==> src/rtl/seg_pkg.sv <==
// Shared constants for the seven-segment display path: hex-to-segment table,
// pin polarity helper and the segment bus width.
package seg_pkg;

    // Segment bus width: bits [6:0] are segments a..g, bit [7] is the decimal point
    localparam int SEG_W = 8;

    // Hex-to-segment table; element n holds the a..g pattern for hex digit n
    localparam logic [15:0][6:0] SEG_TABLE = {
        7'h71, 7'h79, 7'h5E, 7'h39, 7'h7C, 7'h77, 7'h6F, 7'h7F,
        7'h07, 7'h7D, 7'h6D, 7'h66, 7'h4F, 7'h5B, 7'h06, 7'h3F
    };

    // Pin levels of a fully dark segment bus for each polarity
    localparam logic [SEG_W-1:0] SEG_OFF_ACTIVE_HIGH = '0;
    localparam logic [SEG_W-1:0] SEG_OFF_ACTIVE_LOW  = '1;

    // Level a single pin sits at when it is inactive, for a given polarity
    function automatic logic inactive_level(input bit active_low);
        return active_low ? 1'b1 : 1'b0;
    endfunction

endpackage

==> src/rtl/seg_hex_decode.sv <==
// Combinational hex nibble to a..g segment decoder built from the shared table.
module seg_hex_decode
    import seg_pkg::*;
(
    input  logic [3:0] nibble,
    output logic [6:0] segs
);

    assign segs = SEG_TABLE[nibble];

endmodule

==> src/rtl/seg_scan_driver.sv <==
// Multiplexed seven-segment driver: double-buffered value, digit scanning,
// leading-zero blanking, decimal points, frame strobe and pin polarity.
module seg_scan_driver
    import seg_pkg::*;
#(
    parameter int DIGITS         = 4,
    parameter int SCAN_DIV       = 50000,
    parameter bit ACTIVE_LOW_SEG = 1'b0,
    parameter bit ACTIVE_LOW_AN  = 1'b0
)
(
    input  logic                  clk,
    input  logic                  rst_n,
    input  logic                  enable,
    input  logic                  load,
    input  logic [4*DIGITS-1:0]   value,
    input  logic [DIGITS-1:0]     dp_in,
    input  logic                  blank_lz,
    output logic [SEG_W-1:0]      seg,
    output logic [DIGITS-1:0]     an,
    output logic                  frame_done
);

    localparam int CNT_W = (SCAN_DIV > 1) ? $clog2(SCAN_DIV) : 1;
    localparam int IDX_W = (DIGITS > 1) ? $clog2(DIGITS) : 1;

    localparam logic [CNT_W-1:0]  CNT_LAST = CNT_W'(SCAN_DIV - 1);
    localparam logic [IDX_W-1:0]  IDX_LAST = IDX_W'(DIGITS - 1);
    localparam logic [SEG_W-1:0]  SEG_OFF  = ACTIVE_LOW_SEG ? SEG_OFF_ACTIVE_LOW : SEG_OFF_ACTIVE_HIGH;
    localparam logic [DIGITS-1:0] AN_OFF   = {DIGITS{inactive_level(ACTIVE_LOW_AN)}};

    logic [CNT_W-1:0]    cnt;
    logic [IDX_W-1:0]    idx;
    logic                tick;
    logic                wrap;
    logic [4*DIGITS-1:0] pend_val;
    logic [DIGITS-1:0]   pend_dp;
    logic [4*DIGITS-1:0] disp_val;
    logic [DIGITS-1:0]   disp_dp;
    logic [DIGITS-1:0]   blank_mask;
    logic                zero_run;
    logic [3:0]          cur_nib;
    logic                cur_dp;
    logic                cur_blank;
    logic [6:0]          cur_segs;
    logic [DIGITS-1:0]   an_next;
    logic [SEG_W-1:0]    seg_next;

    // A tick ends the current digit slot; the tick on the last digit ends the frame
    assign tick = enable && (cnt == CNT_LAST);
    assign wrap = tick && (idx == IDX_LAST);

    // Per-digit dwell divider; frozen while the display is disabled
    always_ff @(posedge clk or negedge rst_n) begin
        if (!rst_n) begin
            cnt <= '0;
        end else if (enable) begin
            cnt <= tick ? '0 : cnt + CNT_W'(1);
        end
    end

    // Digit index advances once per dwell period and wraps at the last digit
    always_ff @(posedge clk or negedge rst_n) begin
        if (!rst_n) begin
            idx <= '0;
        end else if (tick) begin
            idx <= wrap ? '0 : idx + IDX_W'(1);
        end
    end

    // Frame strobe lands together with the index returning to digit 0
    always_ff @(posedge clk or negedge rst_n) begin
        if (!rst_n) begin
            frame_done <= 1'b0;
        end else begin
            frame_done <= wrap;
        end
    end

    // Pending buffer accepts new data at any time, even when disabled
    always_ff @(posedge clk or negedge rst_n) begin
        if (!rst_n) begin
            pend_val <= '0;
            pend_dp  <= '0;
        end else if (load) begin
            pend_val <= value;
            pend_dp  <= dp_in;
        end
    end

    // Displayed buffer only changes between frames; a load on the boundary bypasses pend
    always_ff @(posedge clk or negedge rst_n) begin
        if (!rst_n) begin
            disp_val <= '0;
            disp_dp  <= '0;
        end else if (wrap) begin
            disp_val <= load ? value : pend_val;
            disp_dp  <= load ? dp_in : pend_dp;
        end
    end

    // Digit i>0 is blanked while it and every digit to its left hold zero
    always_comb begin
        zero_run   = 1'b1;
        blank_mask = '0;
        for (int i = DIGITS - 1; i > 0; i--) begin
            zero_run      = zero_run && (disp_val[4*i +: 4] == 4'h0);
            blank_mask[i] = blank_lz && zero_run;
        end
    end

    // Select the nibble, decimal point and blank flag of the digit being scanned
    always_comb begin
        cur_nib   = 4'h0;
        cur_dp    = 1'b0;
        cur_blank = 1'b0;
        for (int i = 0; i < DIGITS; i++) begin
            if (idx == IDX_W'(i)) begin
                cur_nib   = disp_val[4*i +: 4];
                cur_dp    = disp_dp[i];
                cur_blank = blank_mask[i];
            end
        end
    end

    seg_hex_decode u_decode (
        .nibble (cur_nib),
        .segs   (cur_segs)
    );

    // Logical pin values before polarity; everything dark while disabled
    always_comb begin
        an_next  = '0;
        seg_next = '0;
        if (enable) begin
            an_next  = DIGITS'(1) << idx;
            seg_next = {cur_dp, cur_blank ? 7'h00 : cur_segs};
        end
    end

    // Output registers hold pin-level values so reset drives the inactive polarity directly
    always_ff @(posedge clk or negedge rst_n) begin
        if (!rst_n) begin
            an  <= AN_OFF;
            seg <= SEG_OFF;
        end else begin
            an  <= an_next ^ AN_OFF;
            seg <= seg_next ^ SEG_OFF;
        end
    end

endmodule
==> config.mk <==
export PLATFORM = sky130hd
export DESIGN_NAME = seg_scan_driver
export DESIGN_NICKNAME = d
export VERILOG_FILES = /design/src/rtl/seg_pkg.sv /design/src/rtl/seg_hex_decode.sv /design/src/rtl/seg_scan_driver.sv
export SDC_FILE = /design/constraint.sdc
export NUM_CORES = 1
export LEC_CHECK = 0
export ABC_AREA = 0
export CAP_MARGIN = 30
export CORE_ASPECT_RATIO = 1.1
export CORE_MARGIN = 10
export CORE_UTILIZATION = 50
export DETAILED_ROUTE_END_ITERATION = 10
export HOLD_SLACK_MARGIN = 0.15
export MAX_ROUTING_LAYER = met4
export PLACE_DENSITY_LB_ADDON = 0.08
export SKIP_CTS_REPAIR_TIMING = 1
export SYNTH_ARGS = -nofsm -noshare
export SYNTH_HDL_FRONTEND = slang
export SYNTH_SLANG_ARGS = --single-unit
==> constraint.sdc <==
create_clock -name clk -period 3.5 [get_ports clk]
set_input_delay 0.875 -clock clk [delete_from_list [all_inputs] [get_ports clk]]
set_output_delay 0.875 -clock clk [all_outputs]
set_load 0.005 [all_outputs]
==> flow_metrics.py <==
metrics = {
    "run_status": {
        "status": "completed",
    },
    "sta": {
        "setup_violations": 0,
        "fmax_ghz": 0.378,
        "finalSetupTns_ns": 0,
        "slew_headroom": 0.533,
        "rsz0062_at_grt": "false",
        "min_period_ns": 2.64,
        "slew_viol_final": 0,
        "worstMarginPinSlew_ns": 0.701,
        "period_share": 0.755,
        "hold_violations": 0,
        "fin_skew_ns": 0.0106,
    },
    "place": {
        "portBuffers": 37,
        "placed_cells": 372,
        "post-dp-hpwl_um": 4340,
        "placed_cell_area_sq_um": 3770,
        "gp_congestion": 0.838,
    },
    "global_routing": {
        "grt_pass1_vias": 2135,
        "grt_pass1_wl_um": 10300,
        "gr-total-overflow": 0,
        "antenna_found_initial": 0,
        "grt_usage": 0.125,
        "grt_max_degree": 42,
    },
    "critical_path": {
        "crit_fanout": 15,
        "required_ns": 3.76,
        "crit_type": "reg -> reg",
        "critPathCaptureType": "flop",
        "cp.arrival_ns": 2.90,
        "cp-start-kind": "flop",
    },
    "final_layout": {
        "drive_above_1_share": 0.229,
        "fin_nets": 337,
        "fill_cells": 552,
        "instances_no_fill": 388,
        "insertedDiodeCount": 0,
        "utilization": 0.612,
        "synthToLayoutAreaGrowth_pct": 20.4,
        "fin_area_sq_um": 3990,
    },
    "detailed_routing": {
        "vias": 2063,
        "drt_wl_total_um": 6040,
        "viasPerCell": 5.32,
        "drc": 0,
        "drtIter0Drc": 43,
        "first_pass_iters": 4,
        "routedWlPerCell_um": 15.6,
        "antenna_left": 0,
    },
    "clock_network": {
        "cts_buffers": 9,
        "clock_path_buffers": 2,
        "cts_tree": "done",
        "cts.sinks": 71,
        "clock-root-buffer": "clkbuf_8",
        "clk_pin_slew_worst_paths_ns": 0.08,
        "cts-htree-levels": 3,
        "clk_latency_ns": 0.35,
    },
    "floorplanning": {
        "die-area_sq_um": 10300,
        "die_h_um": 105,
        "dieWidth_um": 97.6,
        "initial_core_util": 0.509,
        "core_area_sq_um": 6520,
        "pin_count": 38,
        "core.rowCount": 31,
    },
    "synth": {
        "syn_area_sq_um": 3310,
        "seq_area_frac_synth": 0.536,
        "ys_types": 48,
        "yosys_most_used_dff": "dfrtp_1",
        "ys_ff_latch": 71,
        "synth_commonest_cells": "71 x dfrtp_1, 21 x mux2_2, 19 x mux2_4",
        "netlist_top_cells_area": "dfrtp_1 54%, mux2_4 8.6%, mux2_2 7.1%",
        "async_flop_share": 1.00,
        "synth.top_cell.area_share": 0.536,
        "yosysTopAreaCell": "dfrtp_1",
        "ys_warn_count": 0,
        "synth_edf_count": 0,
        "syn_inst": 257,
        "synth_most_common_cell": "dfrtp_1",
        "synth_fp_nets": 293,
        "avgSynthCellArea_sq_um": 12.9,
    },
    "power": {
        "leakage_nw": 1.86,
        "cellPowerDensity_nw_per_um2": 458,
        "peakVddDrop_v": 0.000304,
    },
    "job": {
        "max_cap_violations": 0,
    },
    "worst_hold_path": {
        "hp-class": "reg -> reg",
    },
}
flip-flops by register name, indices dropped and copies added, names as in the netlist:
register / flops
frame_done: 1
pend_dp: 4
disp_dp: 4
an: 4
seg: 8
cnt: 16
idx: 2
pend_val: 16
disp_val: 16
per-layer routing:
layer | wire length (um) | vias up | part of all wire | global-route usage
li1 | - | 1004 | - | -
met1 | 2930 | 1024 | 0.48 | 0.149
met2 | 2880 | 28 | 0.48 | 0.190
met3 | 149 | 7 | 0.025 | 0.0300
met4 | 85 | 0 | 0.014 | 0.0686
met5 | 0 | - | 0 | -
cell usage in the layout, fill, tap and decap left out, types with 7 or more instances in the layout:
cell / n
clkbuf_8: 9
clkdlybuf4s50_1: 36
dfrtp_1: 71
ha_1: 11
inv_1: 9
mux2_2: 21
mux2_4: 19
nand2_1: 17
nor2_1: 15
nor3_1: 7
xnor2_1: 8
worst max-delay path, stage by stage (launching register included):
cell	delay (ns)
dfrtp_1	0.41
ha_1	0.40
nor2_1	0.48
a221o_1	0.39
inv_1	0.10
ha_1	0.24
or3_1	0.38
a21oi_1	0.16
power by group:
| part | internal (mW) | total (mW) | switching [mW] |
|---|---|---|---|
| sequential | 0.883 | 0.935 | 0.0521 |
| clock | 0.402 | 0.712 | 0.310 |
| combinational | 0.0997 | 0.179 | 0.0792 |
| total | 1.39 | 1.83 | 0.442 |
final timing paths:
check,from,depth (start not counted),slack (ns),endpoint
max,idx[0],7,0.86,seg[0]
min,pend_dp[2],1,0.50,pend_dp[2]
min in group asynchronous,rst_n,1,0.58,seg[1]
max in group asynchronous,rst_n,2,2.28,cnt[1]
min reg2reg,pend_dp[2],1,0.50,pend_dp[2]
max reg2reg,idx[0],7,0.86,seg[0]
area by class of cell:
cell class / count / area (sq um) / share of cell area
well taps: 82 / 103 / 0.0257
repair buffers: 42 / 415 / 0.104
inverters: 9 / 33.8 / 0.00847
clock inverters: 7 / 95.1 / 0.0238
clock buffers: 9 / 124 / 0.0310
flip-flops and latches: 71 / 1780 / 0.445
multi-input cells: 168 / 1440 / 0.362
kinds of logic (layout without fill, tap and decap cells):
group / after synthesis / in the layout / synth area share
fa+ha+maj: 11 / 11 / 0.0415
simple gates: 74 / 74 / 0.124
mux: 45 / 45 / 0.173
flops: 71 / 71 / 0.536
buf+inv: 18 / 67 / 0.0287
xor+xnor: 12 / 12 / 0.0317
compound gates: 26 / 26 / 0.0649
metrics by stage:
step | power, mW | worst slack, ns | hold slack (ns)
2_1_floorplan | 1.05 | 1.29 | 0.446
3_3_place_gp | 1.13 | 0.814 | 0.477
3_5_place_dp | 1.14 | 0.773 | 0.485
4_1_cts | 1.85 | 0.842 | 0.503
5_1_grt | 1.92 | 0.676 | 0.516
6_report | 1.83 | 0.857 | 0.501
Power figures use the tool's default switching activity.
